<file path="config.mk">
export PLATFORM = sky130hd
export DESIGN_NAME = vert_ucode_quicksort_bank_sched
export DESIGN_NICKNAME = d
export VERILOG_FILES = /design/src/rtl/vert_ucode_quicksort_pkg.sv /design/src/rtl/vert_ucode_quicksort_out_skid.sv /design/src/rtl/vert_ucode_quicksort_bank_sched.sv
export SDC_FILE = /design/constraint.sdc
export NUM_CORES = 1
export LEC_CHECK = 0
export BUFFER_PORTS_ARGS = -buffer_cell sky130_fd_sc_hd__buf_4
export CORE_ASPECT_RATIO = 1.25
export CORE_MARGIN = 2
export CORE_UTILIZATION = 57
export CTS_CLUSTER_SIZE = 14
export DETAILED_ROUTE_END_ITERATION = 8
export GPL_TIMING_DRIVEN = 0
export MAX_ROUTING_LAYER = met4
export PLACE_DENSITY = 0.86
export SYNTH_ARGS = -nofsm -noshare
export SYNTH_HDL_FRONTEND = slang
export SYNTH_SLANG_ARGS = --single-unit
</file>
<file path="constraint.sdc">
create_clock -name clk -period 10.7 [get_ports clk]
set_input_delay 3.21 -clock clk [delete_from_list [all_inputs] [get_ports clk]]
set_output_delay 3.21 -clock clk [all_outputs]
set_load 0.01 [all_outputs]
</file>
<file path="src/rtl/vert_ucode_quicksort_pkg.sv">
// Shared types and sizing for the vertical-microcode quicksort bank scheduler.
package vert_ucode_quicksort_pkg;
   localparam int N      = 16;
   localparam int W      = 32;
   localparam int BANK_N = 2;

   localparam int BANK_W = (BANK_N > 1) ? $clog2(BANK_N) : 1;
   localparam int ADDR_W = $clog2(N);
   localparam int N_W    = $clog2(N + 1);

   typedef logic [BANK_W-1:0] bank_n_t;
   typedef logic [N_W-1:0]    n_t;
   typedef logic [ADDR_W-1:0] addr_t;

   typedef enum logic [2:0] {
      BANK_IDLE,
      BANK_LOADING,
      BANK_READY,
      BANK_SORTING,
      BANK_SORTED,
      BANK_UNLOADING
   } bank_status_t;

   typedef struct packed {
      bank_status_t status;
      n_t           n;
      logic         error;
   } bank_state_t;

   typedef enum logic {ENQ_IDLE, ENQ_LOAD} enqueue_fsm_t;
   typedef enum logic {DEQ_IDLE, DEQ_EMIT} dequeue_fsm_t;

   typedef struct packed {
      bank_n_t enq;
      bank_n_t sort;
      bank_n_t deq;
   } sched_ptrs_t;

   typedef struct packed {
      logic [W-1:0] dat;
      logic         last;
      logic         err;
   } out_word_t;

   // Round-robin bank pointer advance; works for non power-of-two BANK_N.
   function automatic bank_n_t next_bank(input bank_n_t b);
      return (b == bank_n_t'(BANK_N - 1)) ? '0 : b + 1'b1;
   endfunction
endpackage

</file>
<file path="src/rtl/vert_ucode_quicksort_out_skid.sv">
// Two-entry valid/ready output buffer. The producer never pushes when full;
// the scheduler's read-credit check guarantees that.
module vert_ucode_quicksort_out_skid
   import vert_ucode_quicksort_pkg::*;
(
   input  logic       clk,
   input  logic       rst,
   input  logic       push,
   input  out_word_t  push_word,
   output logic       out_vld,
   output out_word_t  out_word,
   input  logic       out_rdy,
   output logic [1:0] occ
);
   out_word_t  mem_q [2];
   logic       wp_q, rp_q;
   logic [1:0] occ_q;
   logic       pop;

   assign out_vld  = (occ_q != 2'd0);
   assign out_word = mem_q[rp_q];
   assign occ      = occ_q;
   assign pop      = out_vld & out_rdy;

   // Circular two-slot storage with occupancy count.
   always_ff @(posedge clk or posedge rst) begin
      if (rst) begin
         mem_q[0] <= '0;
         mem_q[1] <= '0;
         wp_q     <= 1'b0;
         rp_q     <= 1'b0;
         occ_q    <= 2'd0;
      end else begin
         if (push) begin
            mem_q[wp_q] <= push_word;
            wp_q        <= ~wp_q;
         end
         if (pop) rp_q <= ~rp_q;
         occ_q <= occ_q + {1'b0, push} - {1'b0, pop};
      end
   end
endmodule

</file>
<file path="src/rtl/vert_ucode_quicksort_bank_sched.sv">
// Bank scheduler: loads input lists into banks, hands full banks to the sort
// engine in order, and drains sorted banks through a 2-entry output buffer.
module vert_ucode_quicksort_bank_sched
   import vert_ucode_quicksort_pkg::*;
(
   input  logic         clk,
   input  logic         rst,
   input  logic         in_vld,
   input  logic [W-1:0] in_dat,
   input  logic         in_last,
   output logic         in_rdy,
   output logic         wr_en,
   output bank_n_t      wr_bank,
   output addr_t        wr_addr,
   output logic [W-1:0] wr_dat,
   output logic         rd_en,
   output bank_n_t      rd_bank,
   output addr_t        rd_addr,
   input  logic [W-1:0] rd_dat,
   output logic         sort_start,
   output bank_n_t      sort_bank,
   output n_t           sort_n,
   input  logic         sort_done,
   input  logic         sort_err,
   output logic         out_vld,
   output logic [W-1:0] out_dat,
   output logic         out_last,
   output logic         out_err,
   input  logic         out_rdy,
   output logic         busy
);
   bank_state_t  banks_q [BANK_N];
   bank_state_t  banks_d [BANK_N];
   sched_ptrs_t  ptrs_q, ptrs_d;
   enqueue_fsm_t enq_q, enq_d;
   dequeue_fsm_t deq_q, deq_d;
   n_t           cnt_q, cnt_d;
   n_t           rd_idx_q, rd_idx_d;
   logic         eng_busy_q, eng_busy_d;
   logic         start_q, start_d;
   bank_n_t      sbank_q, sbank_d;
   n_t           sn_q, sn_d;
   logic         rd_vld_q, rd_last_q, rd_last_d;
   logic         accept, pop;
   logic [1:0]   skid_occ;
   logic [2:0]   fill;
   out_word_t    ow;

   assign sort_start = start_q;
   assign sort_bank  = sbank_q;
   assign sort_n     = sn_q;
   assign out_dat    = ow.dat;
   assign out_last   = ow.last;
   assign out_err    = ow.err;

   vert_ucode_quicksort_out_skid u_skid (
      .clk       (clk),
      .rst       (rst),
      .push      (rd_vld_q),
      .push_word ({rd_dat, rd_last_q, banks_q[ptrs_q.deq].error}),
      .out_vld   (out_vld),
      .out_word  (ow),
      .out_rdy   (out_rdy),
      .occ       (skid_occ)
   );

   // Next-state for enqueue, dispatch and dequeue; each touches a distinct bank.
   always_comb begin
      banks_d    = banks_q;
      ptrs_d     = ptrs_q;
      enq_d      = enq_q;
      deq_d      = deq_q;
      cnt_d      = cnt_q;
      rd_idx_d   = rd_idx_q;
      eng_busy_d = eng_busy_q;
      start_d    = 1'b0;
      sbank_d    = sbank_q;
      sn_d       = sn_q;

      // enqueue: ready while a list is open or the target bank is free
      in_rdy  = ~rst & ((enq_q == ENQ_LOAD) | (banks_q[ptrs_q.enq].status == BANK_IDLE));
      accept  = in_vld & in_rdy;
      wr_en   = accept;
      wr_bank = ptrs_q.enq;
      wr_addr = addr_t'(cnt_q);
      wr_dat  = accept ? in_dat : '0;
      if (accept) begin
         banks_d[ptrs_q.enq].status = BANK_LOADING;
         enq_d = ENQ_LOAD;
         cnt_d = cnt_q + 1'b1;
         if (in_last || cnt_q == n_t'(N - 1)) begin
            banks_d[ptrs_q.enq].status = BANK_READY;
            banks_d[ptrs_q.enq].n      = cnt_q + 1'b1;
            ptrs_d.enq = next_bank(ptrs_q.enq);
            enq_d      = ENQ_IDLE;
            cnt_d      = '0;
         end
      end

      // dispatch: one bank at a time, strictly in pointer order
      if (!eng_busy_q && banks_q[ptrs_q.sort].status == BANK_READY) begin
         banks_d[ptrs_q.sort].status = BANK_SORTING;
         start_d    = 1'b1;
         sbank_d    = ptrs_q.sort;
         sn_d       = banks_q[ptrs_q.sort].n;
         eng_busy_d = 1'b1;
      end else if (eng_busy_q && sort_done) begin
         banks_d[sbank_q].status = BANK_SORTED;
         banks_d[sbank_q].error  = sort_err;
         ptrs_d.sort = next_bank(ptrs_q.sort);
         eng_busy_d  = 1'b0;
      end

      // dequeue: issue a read only if the buffer can absorb it after this cycle's pop
      pop       = out_vld & out_rdy;
      fill      = {1'b0, skid_occ} + {2'b0, rd_vld_q};
      rd_bank   = ptrs_q.deq;
      rd_addr   = addr_t'(rd_idx_q);
      rd_en     = (deq_q == DEQ_EMIT) && (rd_idx_q < banks_q[ptrs_q.deq].n) &&
                  (fill < 3'd2 + {2'b0, pop});
      rd_last_d = rd_en && (rd_idx_q == banks_q[ptrs_q.deq].n - 1'b1);
      case (deq_q)
         DEQ_IDLE: begin
            if (banks_q[ptrs_q.deq].status == BANK_SORTED) begin
               banks_d[ptrs_q.deq].status = BANK_UNLOADING;
               deq_d    = DEQ_EMIT;
               rd_idx_d = '0;
            end
         end
         default: begin
            if (rd_en) rd_idx_d = rd_idx_q + 1'b1;
            if (pop && out_last) begin
               banks_d[ptrs_q.deq] = '{BANK_IDLE, '0, 1'b0};
               ptrs_d.deq = next_bank(ptrs_q.deq);
               deq_d      = DEQ_IDLE;
            end
         end
      endcase

      busy = 1'b0;
      for (int i = 0; i < BANK_N; i++)
         if (banks_q[i].status != BANK_IDLE) busy = 1'b1;
   end

   // State registers; reset discards any read in flight.
   always_ff @(posedge clk or posedge rst) begin
      if (rst) begin
         for (int i = 0; i < BANK_N; i++) banks_q[i] <= '{BANK_IDLE, '0, 1'b0};
         ptrs_q     <= '0;
         enq_q      <= ENQ_IDLE;
         deq_q      <= DEQ_IDLE;
         cnt_q      <= '0;
         rd_idx_q   <= '0;
         eng_busy_q <= 1'b0;
         start_q    <= 1'b0;
         sbank_q    <= '0;
         sn_q       <= '0;
         rd_vld_q   <= 1'b0;
         rd_last_q  <= 1'b0;
      end else begin
         banks_q    <= banks_d;
         ptrs_q     <= ptrs_d;
         enq_q      <= enq_d;
         deq_q      <= deq_d;
         cnt_q      <= cnt_d;
         rd_idx_q   <= rd_idx_d;
         eng_busy_q <= eng_busy_d;
         start_q    <= start_d;
         sbank_q    <= sbank_d;
         sn_q       <= sn_d;
         rd_vld_q   <= rd_en;
         rd_last_q  <= rd_last_d;
      end
   end
endmodule

</file>
==> results by group <==
Clock network
  – Clock Tree Root: clkbuf_16
  – CTS tree: built
  – Clock-pin slew on the worst setup and hold paths: 50 ps
  – PostCTS Resize Cnt: 0
  – Clock latency of the later-clocked register in the worst-skew pair: 410 ps
  – Maximum clock path buffer count: 2
  – Buffers inserted by post-CTS timing repair: 0
  – # clock sinks: 115
  – CTS buffer count: 17
  – Number of hold buffers added after cts: 0
  – Htree depth: 4

Logic synthesis
  – Share of the synthesized area in the top cell type: 49.7%
  – Number of synthesized register bits: 115
  – Post-synth design cell area: between 5000 and 6000 um^2
  – Net count after synthesis: between 500 and 600
  – Share of flip-flops with an asynchronous set or reset after synthesis: 100%
  – Share of the yosys chip area belonging to registers: 49.7%
  – Cell count after synthesis: ~480
  – Most used flip-flop cell after synthesis: dfrtp_1
  – Count of distinct cell types in the synthesized netlist: 55
  – Top post-synthesis cells by area: dfrtp_1, mux2_2, mux2i_1, and2_1, ha_1
  – Largest area contributor in the synthesized netlist: dfrtp_1
  – Number of enable flip-flop cells after synthesis: 0
  – Yosys warning count: 0
  – Mean cell area of the mapped netlist: 12.1 um^2

Global routing
  – Met2 GRT Util: 46.4%
  – GRT Total Usage: 26.5%
  – GR Util met1: roughly 30%
  – Number of global-route vias before repair: 4507
  – First-pass GRT wire length: ~22 mm
  – GR Layer Usage met3: 5.55%
  – Pin count of the biggest net entering global routing: between 70 and 80
  – Number of antenna violations at the first check in global routing: 0
  – Global-route layer with the greatest usage: met2
  – Overflow after GRT: 0

Worst setup path
  – Critical Path Source Type: input port
  – Largest fanout on the critical path: 10
  – Worst Setup Path Type: input port to output port
  – Cell depth of the worst flop-to-flop path: 7
  – Max stage delay cell, worst path: o31a_2
  – Delay of the slowest cell on the worst path: 260 ps
  – Endpoint of the worst-slack reg-to-reg timing path: rd_idx_q[1]
  – Crit-path most repeated cell: buf_4
  – Required time at the endpoint of the critical path: 7490 ps
  – Worst path cell trace: buf_4 -> nor2b_1 -> o31a_2 -> clkbuf_1 -> and2_1 -> buf_4
  – Crit path arrival time: between 4000 and 5000 ps
  – Flop2flop setup slack: 7930 ps
  – Kind of end point of the critical path: output port
  – Startpoint of the worst register-to-register path: rd_bank

Routing
  – Mean routed wirelength per cell: 17.2 um
  – Routed Antenna Nets: 0
  – Routed wire length: 13.7 mm
  – Drt initial violations: 155
  – DRC violations left: 0
  – Vias per cell: 5.53
  – Via count: 4408
  – First drt pass iteration count: 4

Finish
  – Share of cells above drive strength 1: 49.4%
  – Layout Nets: between 700 and 800
  – Inserted Diodes: 0
  – Filler cells: 639
  – Post-Layout Cell Count: 797
  – Register cell area after layout: 2880 um^2
  – Area growth from synthesis to layout: 34.5%
  – Combined area of the multi-input logic cells: roughly 2700 um^2

STA
  – Highest clock rate: 132 MHz
  – Worst Max-Slew Pin Slew: 887 ps
  – RSZ-0062 raised after global routing: false
  – Final hold vios: 0
  – Aggregate negative setup slack: 0 ps
  – Crit share post-route: 70.7%
  – Slew margin rel.: slightly above 40%
  – Setup violators final: 0
  – Final critical-path required period: 7570 ps
  – Final Max Slew Viols: 0
  – Clock skew: about 7.5 ps

Die
  – Core region area: 10000 um^2
  – Effective utilization at floorplan: 57.9%
  – Standard-cell rows: 41
  – Boundary pin count: approximately 160
  – Chip Width: 94.2 um
  – Die H: 117 um
  – Area enclosed by the die boundary: 11000 um^2

Flow run
  – Max-cap violation count: 0

Place
  – IO buf count: 158
  – Final Wtd Congestion: 0.829
  – Placed cell count: 767
  – Post-DP HPWL: roughly 10 mm

Pwr
  – Maximum vdd ir drop: 0.000169 V
  – Static Leakage: 3.73 nW
  – Pwr per Cell Area: 326 nW/um^2

Hold path
  – Cell count of the worst hold path: 2
  – Endpoint, Worst Hold: u_skid.mem_q[0]
  – Hold Startpoint: u_skid.mem_q[0]
  – Kind of path behind the tightest hold check: register to register

Run status
  – Status: finished, final reports clean
==> flip-flops by register name, summed over array words and instances (netlist names), 2 cells and up <==
signal and count:
rd_idx_q 5, cnt_q 5, banks_q 18, u_skid.mem_q 68, u_skid.occ 2, sort_n 5
==> layer usage <==
layer	vias up	part of all wire, %
met5	-	0
met4	0	2.4
met1	2174	39
met2	157	54
li1	2048	-
met3	29	5.0
==> power by group <==
group	switching (mW)	internal, mW	total [mW]
registers	0.158	0.650	0.808
logic	0.510	0.627	1.14
clock network	0.189	0.404	0.593
==> synth_stat cells (2+ instances only) <==
cell type	instances
buf_1	3
buf_2	9
xor2_1	4
o211a_1	2
clkbuf_1	7
nor4_1	2
nand3_1	9
mux2_2	102
or2_2	4
o31ai_1	2
buf_4	9
nor2b_1	2
a21oi_1	13
inv_1	14
and3_1	3
o2111a_1	2
o21ai_0	14
dfrtp_1	115
nand2b_1	4
nor2_1	25
xnor2_1	8
ha_1	13
a211oi_1	7
mux2i_1	21
nor3b_1	4
a21oi_2	3
and2_1	32
nand2_1	13
nand4_1	2
nor3_1	6
==> layout by cell type (no fill, tap or decap), types with 8 or more instances in the layout <==
cell,synthesis,layout
a21oi_1,13,13
and2_1,32,32
buf_2,9,9
buf_4,9,167
clkbuf_16,0,17
dfrtp_1,115,115
ha_1,13,13
inv_1,14,13
mux2_2,102,102
mux2i_1,21,21
nand2_1,13,13
nand3_1,9,9
nor2_1,25,25
o21ai_0,14,14
xnor2_1,8,8
==> layout make-up <==
cell class / instances / share of cell area (%)
plain buffers: 30 / 2.26
inverters: 15 / 0.755
repair buffers: 159 / 15.6
multi-input cells: 319 / 34.4
clock buffers: 20 / 5.99
flip-flops and latches: 115 / 36.9
clock inverters: 10 / 2.01
well taps: 129 / 2.07
==> critical path: cells and delay by family <==
family | cells | cell delay, ps
and+or+nand+nor | 2 | 380
buffers and inverters | 3 | 500
AOI/OAI and AO/OA | 1 | 260
==> cell families (layout without fill, tap and decap cells) <==
| kind of cell | count (synthesis) | count (layout) | share of synthesized area (%) |
|---|---|---|---|
| AOI/OAI and AO/OA | 57 | 57 | 6.96 |
| xor gates and xnor gates | 12 | 12 | 1.81 |
| adders and majority gates | 13 | 13 | 2.81 |
| buffers and inverters | 45 | 234 | 4.02 |
| DFF | 115 | 115 | 49.7 |
| muxes | 124 | 124 | 23.7 |
| and+or+nand+nor | 113 | 113 | 11.0 |
==> how the worst max path moves through the flow <==
stage               startpoint         end  cells after the start
global placement           rst  wr_dat[23]                      6
CTS                        rst  wr_dat[20]                      6
global route               rst  wr_dat[20]                      6
finish                     rst  wr_dat[20]                      6
detailed placement         rst  wr_dat[20]                      6
floorplan               in_vld  wr_dat[10]                      4
==> per-stage QoR <==
stage / setup WS [ps] / hold slack, ps / total power [mW] / util [%] / instance area [um^2]
floorplan: 3500 / 444 / 1.51 / - / 5790
global placement: 3200 / 460 / 1.87 / 71.4 / 7140
detailed placement: 3110 / 477 / 1.94 / 71.7 / 7170
CTS: 3110 / 491 / 2.55 / 77.9 / 7790
global route: 3000 / 508 / 2.69 / 77.9 / 7790
finish: 3130 / 488 / 2.54 / 77.9 / 7790
Power figures use the tool's default switching activity.
